[config.mk]
export PLATFORM = sky130hd
export DESIGN_NAME = booth_seq_multiplier
export DESIGN_NICKNAME = d
export VERILOG_FILES = /design/src/rtl/booth_seq_multiplier.sv
export SDC_FILE = /design/constraint.sdc
export NUM_CORES = 1
export LEC_CHECK = 0
export ABC_AREA = 1
export BUFFER_PORTS_ARGS = -buffer_cell sky130_fd_sc_hd__buf_2
export CAP_MARGIN = 15
export CORE_MARGIN = 2
export CORE_UTILIZATION = 56
export DETAILED_ROUTE_END_ITERATION = 8
export PLACE_DENSITY = 0.89
export RECOVER_POWER = 100
export REMOVE_ABC_BUFFERS = 1
export SYNTH_ARGS = -nofsm -noshare
export SYNTH_HDL_FRONTEND = slang
export SYNTH_SLANG_ARGS = --single-unit
[constraint.sdc]
create_clock -name clk -period 7.6 [get_ports clk]
set_clock_uncertainty 0.2 [all_clocks]
set_input_delay 1.52 -clock clk [delete_from_list [all_inputs] [get_ports clk]]
set_output_delay 1.52 -clock clk [all_outputs]
set_load 0.05 [all_outputs]
[src/rtl/booth_seq_multiplier.sv]
// Iterative radix-4 Booth multiplier: valid/ready on both sides, per-op signed/unsigned,
// DIGITS_PER_CYCLE digits per BUSY cycle. Optional early termination: BOOTH_SEQ_EARLY_TERM_EN.
module booth_seq_multiplier #(
  parameter int DATA_WIDTH       = 32,
  parameter int DIGITS_PER_CYCLE = 1
) (
  input  logic                      clk,
  input  logic                      rst,
  input  logic                      in_valid,
  output logic                      in_ready,
  input  logic                      in_signed,
  input  logic [DATA_WIDTH-1:0]     multiplicand,
  input  logic [DATA_WIDTH-1:0]     multiplier,
  output logic                      out_valid,
  input  logic                      out_ready,
  output logic [2*DATA_WIDTH-1:0]   result
);

  localparam int NUM_DIGITS = (DATA_WIDTH + 3) / 2;
  localparam int NUM_CYCLES = (NUM_DIGITS + DIGITS_PER_CYCLE - 1) / DIGITS_PER_CYCLE;
  localparam int PW         = 2 * DATA_WIDTH;
  localparam int SH         = 2 * DIGITS_PER_CYCLE;
  // Headroom above the extended multiplier so every window of the last cycle stays in range.
  localparam int MW         = DATA_WIDTH + 3 + SH;
  localparam int CW         = $clog2(NUM_CYCLES + 1);

  typedef enum logic [1:0] {IDLE, BUSY, DONE} state_t;

  state_t          state_q, state_d;
  logic [PW-1:0]   acc_q, acc_d;
  logic [PW-1:0]   mcand_q, mcand_d;
  logic [PW-1:0]   result_q, result_d;
  logic [MW-1:0]   mplr_q, mplr_d;
  logic [CW-1:0]   cnt_q, cnt_d;
  logic [PW-1:0]   pp;
  logic [2:0]      win;
  logic            last;

  always_comb begin
    state_d  = state_q;
    acc_d    = acc_q;
    mcand_d  = mcand_q;
    mplr_d   = mplr_q;
    cnt_d    = cnt_q;
    result_d = result_q;
    pp       = '0;
    win      = '0;
    last     = 1'b0;
    case (state_q)
      IDLE: begin
        if (in_valid) begin
          state_d = BUSY;
          mcand_d = {{(PW-DATA_WIDTH){in_signed & multiplicand[DATA_WIDTH-1]}}, multiplicand};
          mplr_d  = {{(MW-DATA_WIDTH-1){in_signed & multiplier[DATA_WIDTH-1]}}, multiplier, 1'b0};
          acc_d   = '0;
          cnt_d   = '0;
        end
      end
      BUSY: begin
        for (int j = 0; j < DIGITS_PER_CYCLE; j++) begin
          win = mplr_q[2*j +: 3];
          case (win)
            3'b001, 3'b010: pp = mcand_q;
            3'b011:         pp = mcand_q << 1;
            3'b100:         pp = -(mcand_q << 1);
            3'b101, 3'b110: pp = -mcand_q;
            default:        pp = '0;
          endcase
          acc_d = acc_d + (pp << (2*j));
        end
        // Sign fill keeps windows past the last real digit at 000/111, i.e. zero.
        mplr_d  = {{SH{mplr_q[MW-1]}}, mplr_q[MW-1:SH]};
        mcand_d = mcand_q << SH;
        cnt_d   = cnt_q + CW'(1);
        last    = (cnt_q == CW'(NUM_CYCLES - 1));
`ifdef BOOTH_SEQ_EARLY_TERM_EN
        last    = last | (&mplr_d) | ~(|mplr_d);
`endif
        if (last) begin
          state_d  = DONE;
          result_d = acc_d;
        end
      end
      DONE: begin
        if (out_ready) state_d = IDLE;
      end
      default: state_d = IDLE;
    endcase
  end

  always_ff @(posedge clk or posedge rst) begin
    if (rst) begin
      state_q  <= IDLE;
      acc_q    <= '0;
      mcand_q  <= '0;
      mplr_q   <= '0;
      cnt_q    <= '0;
      result_q <= '0;
    end else begin
      state_q  <= state_d;
      acc_q    <= acc_d;
      mcand_q  <= mcand_d;
      mplr_q   <= mplr_d;
      cnt_q    <= cnt_d;
      result_q <= result_d;
    end
  end

  assign in_ready  = (state_q == IDLE);
  assign out_valid = (state_q == DONE);
  assign result    = result_q;

endmodule

==> results of run 1 <==
[stage by stage]
step                utilization (%)  setup TNS (ps)  area [um^2]  hold WS [ps]  std cells
floorplan                         -         -216830        16700           246       2357
global placement               60.5               0        18000           256       2896
detailed placement             60.5               0        18000           261       2896
CTS                            63.6               0        18900           278       2945
global route                   63.2               0        18800           298       2945
finish                         63.2               0        18800           276       2945
[worst max-delay path: stages]
cell and delay, ps:
buf_2 90, nand2_1 70, nor2_1 80, nor2_4 80, clkbuf_1 3340, inv_2 -100, buf_4 510, o21ai_0 320
[path summary, 6_finish.rpt]
path,depth (start not counted),slack [ps],to,start
worst max register to register,8,2070,mcand_q[31]$_DFFE_PP0P_,state_q[0]$_DFFE_PP0P_
worst max-delay path,8,1880,mcand_q[31]$_DFFE_PP0P_,in_valid
min in group asynchronous,2,1960,mplr_q[28]$_DFFE_PP0P_,rst
max in group asynchronous,3,2210,result[58]$_DFFE_PP0P_,rst
worst min register to register,2,280,result[52]$_DFFE_PP0P_,result[52]$_DFFE_PP0P_
worst min-delay path,2,280,result[52]$_DFFE_PP0P_,result[52]$_DFFE_PP0P_
[synthesized netlist by cell type, types with 11 or more instances]
library cell and count:
o22ai_1 23, nor3_1 24, nand3b_1 12, nand3_1 197
nor2_2 16, a221oi_1 12, o2111ai_1 26, nor2_1 229
nand4_1 33, a22oi_1 35, dfrtp_1 235, clkbuf_1 59
nand2_1 684, a21oi_1 103, inv_1 267, o21ai_0 161
ha_1 66, xor2_1 55, o21bai_1 14, o221ai_1 41
buf_2 11, xnor2_1 14, buf_1 11
[cell type report]
class / count / share of cell area [%]
multi-input cells: 1846 / 52.1
clock inverters: 14 / 0.903
flip-flops and latches: 235 / 31.2
clock buffers: 35 / 4.01
repair buffers: 149 / 3.65
inverters: 276 / 5.51
well taps: 390 / 2.59
[cells in the final DEF, fill, tap and decap left out, types with 10 or more instances in the layout]
cell	synthesis	final
nand3_1	197	197
nand4_1	33	33
buf_4	3	11
o21ai_0	161	161
ha_1	66	66
o21bai_1	14	14
a21oi_1	103	103
xnor2_1	14	14
nor2_2	16	17
nor2_1	229	224
nand3b_1	12	12
o2111ai_1	26	26
o22ai_1	23	23
a221oi_1	12	12
nor3_1	24	24
nor2_4	8	12
clkbuf_1	59	72
nand2_1	684	684
clkbuf_16	0	27
o221ai_1	41	41
a22oi_1	35	35
buf_2	11	68
inv_1	267	267
xor2_1	55	55
dfrtp_1	235	235
o211ai_1	10	10
a21o_1	10	10
[logic make-up (layout without fill, tap and decap cells)]
group,Yosys count,after routing,share of synthesized area [%]
DFF,235,235,34.5
adders and majority gates,67,67,4.96
xor gates and xnor gates,69,69,3.54
and+or+nand+nor,1242,1242,31.6
muxes,1,1,0.0587
buffers and inverters,361,474,8.14
AOI/OAI and AO/OA,467,467,17.2
[registers in the layout, summed over array words and instances, names as in the netlist]
signal	cells
mplr_q	36
result	64
cnt_q	5
mcand_q	64
state_q	2
acc_q	64
[metal layers]
metal  global-route usage, %  share of wire [%]  up-vias
met5                       0                  0        -
met4                    14.2                4.4        0
met3                    5.31                8.9      163
met2                    57.6                 43      949
met1                    52.2                 43     8497
li1                        -                  -     8368
==> out/results.tsv, run 1 <==
stage	metric	value	unit
outcome	outcome	finished, violations left	
outcome	violations	max-capacitance violations, max-slew violations	
timing	worst_slew_pin_slew	4770	ps
worst_setup_path	cp.required	7870	ps
clock_network	cts_tree	done	
layout	fill_cells	2770	
synthesis	synth_edf_count	0	
clock_network	cts.clk_slew.worst_paths	60	ps
synthesis	synth_ff_type	dfrtp_1	
timing	max_freq	175	MHz
floorplan	io_pins	135	
floorplan	die_y	178	um
timing	setup_viol	0	
timing	rsz0062_at_grt	false	
placement	dp_hpwl	43500	um
synthesis	synth_top_area_cell	dfrtp_1	
worst_setup_path	worstSetupPathType	input pin to flop	
clock_network	cts_hold_buf	0	
placement	gp_congestion	1.01	
routing	drc	0	
worst_setup_path	cp.arrival	5990	ps
floorplan	die_area	0.0319	mm^2
layout	multi_input_area	0.00982	mm^2
synthesis	synth_warnings	0	
floorplan	rows	63	
timing	period_share	75.3	%
placement	dp_slack	2990	ps
clock_network	clkLatencyLatePin	580	ps
layout	seq_area	0.00588	mm^2
worst_setup_path	cp_max_fo	89	
worst_setup_path	startpoint_type	input pin	
timing	finalHoldViolCount	0	
floorplan	core-area	0.0298	mm^2
worst_setup_path	end_kind	flop	
timing	min_period	5720	ps
layout	drive_gt1_share	7.67	%
routing	detail-route-antenna-nets	0	
floorplan	initial_core_util	57.2	%
layout	fin_nets	2671	
routing	dr.pass1.iters	6	
run	cap_violations	5	
synthesis	ys_seq_area_share	34.5	%
global_routing	grt_pass1_vias	17000	
synthesis	synth_cell_types	55	
synthesis	synth_top_area_share	34.5	%
global_routing	antenna_found_initial	0	
synthesis	synthCells	2442	
global_routing	grt_pass1_wl	92200	um
floorplan	die_w	178	um
min_path	hold_path.class	flop to flop	
clock_network	cts-buffers-inserted	27	
timing	layout_setup_ws	1880	ps
global_routing	grt_start_max_net_pins	95	
synthesis	syn_area	0.0171	mm^2
layout	diodes	0	
synthesis	netlist_top_cells_area	dfrtp_1 (34%), nand2_1 (15%), inv_1 (5.9%)	
layout	area_growth	10.5	%
routing	wl_per_cell	19.9	um
synthesis	syn_area_per_cell	6.98	um^2
routing	drt_iter0_markers	1972	
clock_network	htreeDepth	1	
global_routing	overflow	0	
timing	max_slew_margin	-218	%
routing	vias	18000	
synthesis	synthArstFlopShare	100	%
placement	port_buffers	134	
routing	wirelength	58700	um
timing	drv_slew	361	
clock_network	cts_root_buffer	clkbuf_16	
synthesis	synth-seq-cells	235	
clock_network	clock_path_buffers	3	
routing	avgViaCountPerCell	6.10	
clock_network	post-cts-setup-buffers	0	
clock_network	cts.sinks	235	
clock_network	cts_resized	0	
global_routing	grtUsageTotal	37.0	%
Power of run 1 is left out: the tool's default activity adds up to more than one toggle a clock period on the data nets, which glitch-free logic cannot reach.
==> run 2: changes to the inputs <==
- CORE_UTILIZATION: 56 -> 62
- PLACE_DENSITY: 0.89 -> 0.93
- clock period: 7.6 -> 5.6 ns (I/O delays scaled with it)
==> run 2 against run 1 <==
The run still ends with max-capacitance violations, max-slew violations left. Design area barely moved. Register-to-register slack lost 1500 ps. Global-route usage up 3.5 points. Clock-buffer cell count decreased by 4. Sequential share of layout area barely moved. Via count about the same. Non-clock buffer count rose by 4. Critical path depth fell by 1. First-iteration DRC count increased by 32%. Wire length decreased by 1.2%. Die area fell by 9.5%. Hold slack barely moved. Highest routed layer unchanged.
==> out/results.tsv, run 2 (synthesized netlist as in run 1, its figures left out) <==
stage	metric	value	unit
outcome	outcome	finished, violations left	
outcome	violations	max-capacitance violations, max-slew violations	
worst_setup_path	crit_family	buffers and inverters	
worst_setup_path	worst_path_most_repeated_cell	inv_1	
min_path	hold_path.class	flop to flop	
worst_setup_path	cp.arrival	5110	ps
layout	layout_commonest_cell	nand2_1	
clock_network	post-cts-setup-buffers	0	
timing	finalHoldViolCount	0	
timing	worst_slew_pin_slew	2900	ps
routing	drt_iter0_markers	2596	
clock_network	cts_hold_buf	0	
worst_setup_path	startpoint_type	flop	
layout	fin_nets	2674	
layout	seq_area	0.00588	mm^2
floorplan	die_w	170	um
worst_setup_path	cp_max_fo	82	
timing	max_slew_margin	-93.2	%
floorplan	rows	60	
timing	hold_ws	276	ps
worst_setup_path	worstSetupPathType	flop to flop	
global_routing	antenna_found_initial	0	
worst_setup_path	path_cells	inv_1 -> nor2_1 -> clkbuf_1 -> inv_1 -> clkbuf_2 -> nand4_1 -> o21ai_0	
routing	avgViaCountPerCell	6.21	
clock_network	clock_path_buffers	3	
floorplan	die_area	0.0288	mm^2
run	cap_violations	5	
global_routing	grtUsageTotal	40.5	%
clock_network	cts.sinks	235	
timing	setup_viol	0	
clock_network	cts.clk_slew.worst_paths	70	ps
placement	dp_hpwl	43000	um
layout	area_growth	10.4	%
timing	min_period	4990	ps
placement	port_buffers	134	
worst_setup_path	end_kind	flop	
layout	final_cell_mix	nand2_1 (684), inv_1 (268), dfrtp_1 (235), nor2_1 (227), nand3_1 (197)	
routing	wirelength	58000	um
timing	drv_slew	358	
floorplan	io_pins	135	
routing	detail-route-antenna-nets	0	
timing	rsz0062_at_grt	false	
clock_network	clkLatencyLatePin	560	ps
routing	drc	0	
clock_network	cts-buffers-inserted	26	
clock_network	htreeDepth	1	
global_routing	overflow	0	
timing	setup_tns	0	ps
routing	dr.pass1.iters	6	
layout	multi_input_area	0.00980	mm^2
worst_setup_path	slowest_stage	clkbuf_1	
routing	wl_per_cell	20.0	um
floorplan	core-area	0.0270	mm^2
worst_setup_path	cp.required	5710	ps
layout	fill_cells	2287	
routing	vias	18000	
timing	period_share	89.1	%
placement	gp_congestion	1.06	
floorplan	initial_core_util	63.3	%
worst_setup_path	cp_num_buf_inv	4	
global_routing	grt_start_max_net_pins	128	
layout	drive_gt1_share	7.63	%
clock_network	cts_root_buffer	clkbuf_16	
floorplan	die_y	170	um
clock_network	cts_tree	done	
global_routing	grt_pass1_vias	17100	
global_routing	grt_pass1_wl	91600	um
worst_setup_path	slowest_delay	1870	ps
layout	diodes	0	
timing	max_freq	200	MHz
clock_network	cts_resized	0	
[run 2: metal layers]
metal  GRT usage (%)  share of wire, %
met5               0                 0
met4            17.7               5.0
met3            8.23                11
met2            63.6                44
met1            54.5                41
[run 2: final timing paths]
path / start / endpoint / slack (ps) / depth (start not counted)
max in group asynchronous: rst / mplr_q[4]$_DFFE_PP0P_ / 1230 / 3
setup / recovery: state_q[0]$_DFFE_PP0P_ / mplr_q[36]$_DFFE_PP0P_ / 610 / 7
hold / removal: result[36]$_DFFE_PP0P_ / result[36]$_DFFE_PP0P_ / 280 / 2
min in group asynchronous: rst / mplr_q[29]$_DFFE_PP0P_ / 1280 / 2
setup reg to reg: state_q[0]$_DFFE_PP0P_ / mplr_q[36]$_DFFE_PP0P_ / 610 / 7
hold reg to reg: result[36]$_DFFE_PP0P_ / result[36]$_DFFE_PP0P_ / 280 / 2
[run 2: tightest hold or removal path, stage by stage, from the launching register on]
cell and delay, ps:
dfrtp_1 340, nand2_1 50, nand2_1 50
[run 2: layout make-up]
type | instances | share of cell area, %
Multi-Input combinational cell | 1846 | 52.1
Sequential cell | 235 | 31.3
Inverter | 276 | 5.53
Timing Repair Buffer | 153 | 3.84
Clock buffer | 31 | 3.77
Tap cell | 341 | 2.27
Clock inverter | 16 | 1.24
[run 2: metrics by stage]
| stage | cell area (um^2) | cells | util (%) | setup WS [ps] |
|---|---|---|---|---|
| finish | 18800 | 2898 | 69.8 | 608 |
| CTS | 18900 | 2898 | 70.3 | 1010 |
| global route | 18800 | 2898 | 69.8 | 322 |
| floorplan | 16700 | 2357 | - | -3330 |
| global placement | 18000 | 2851 | 66.8 | 1120 |
| detailed placement | 18000 | 2851 | 66.8 | 1040 |
Power of run 2 is left out for the same reason.
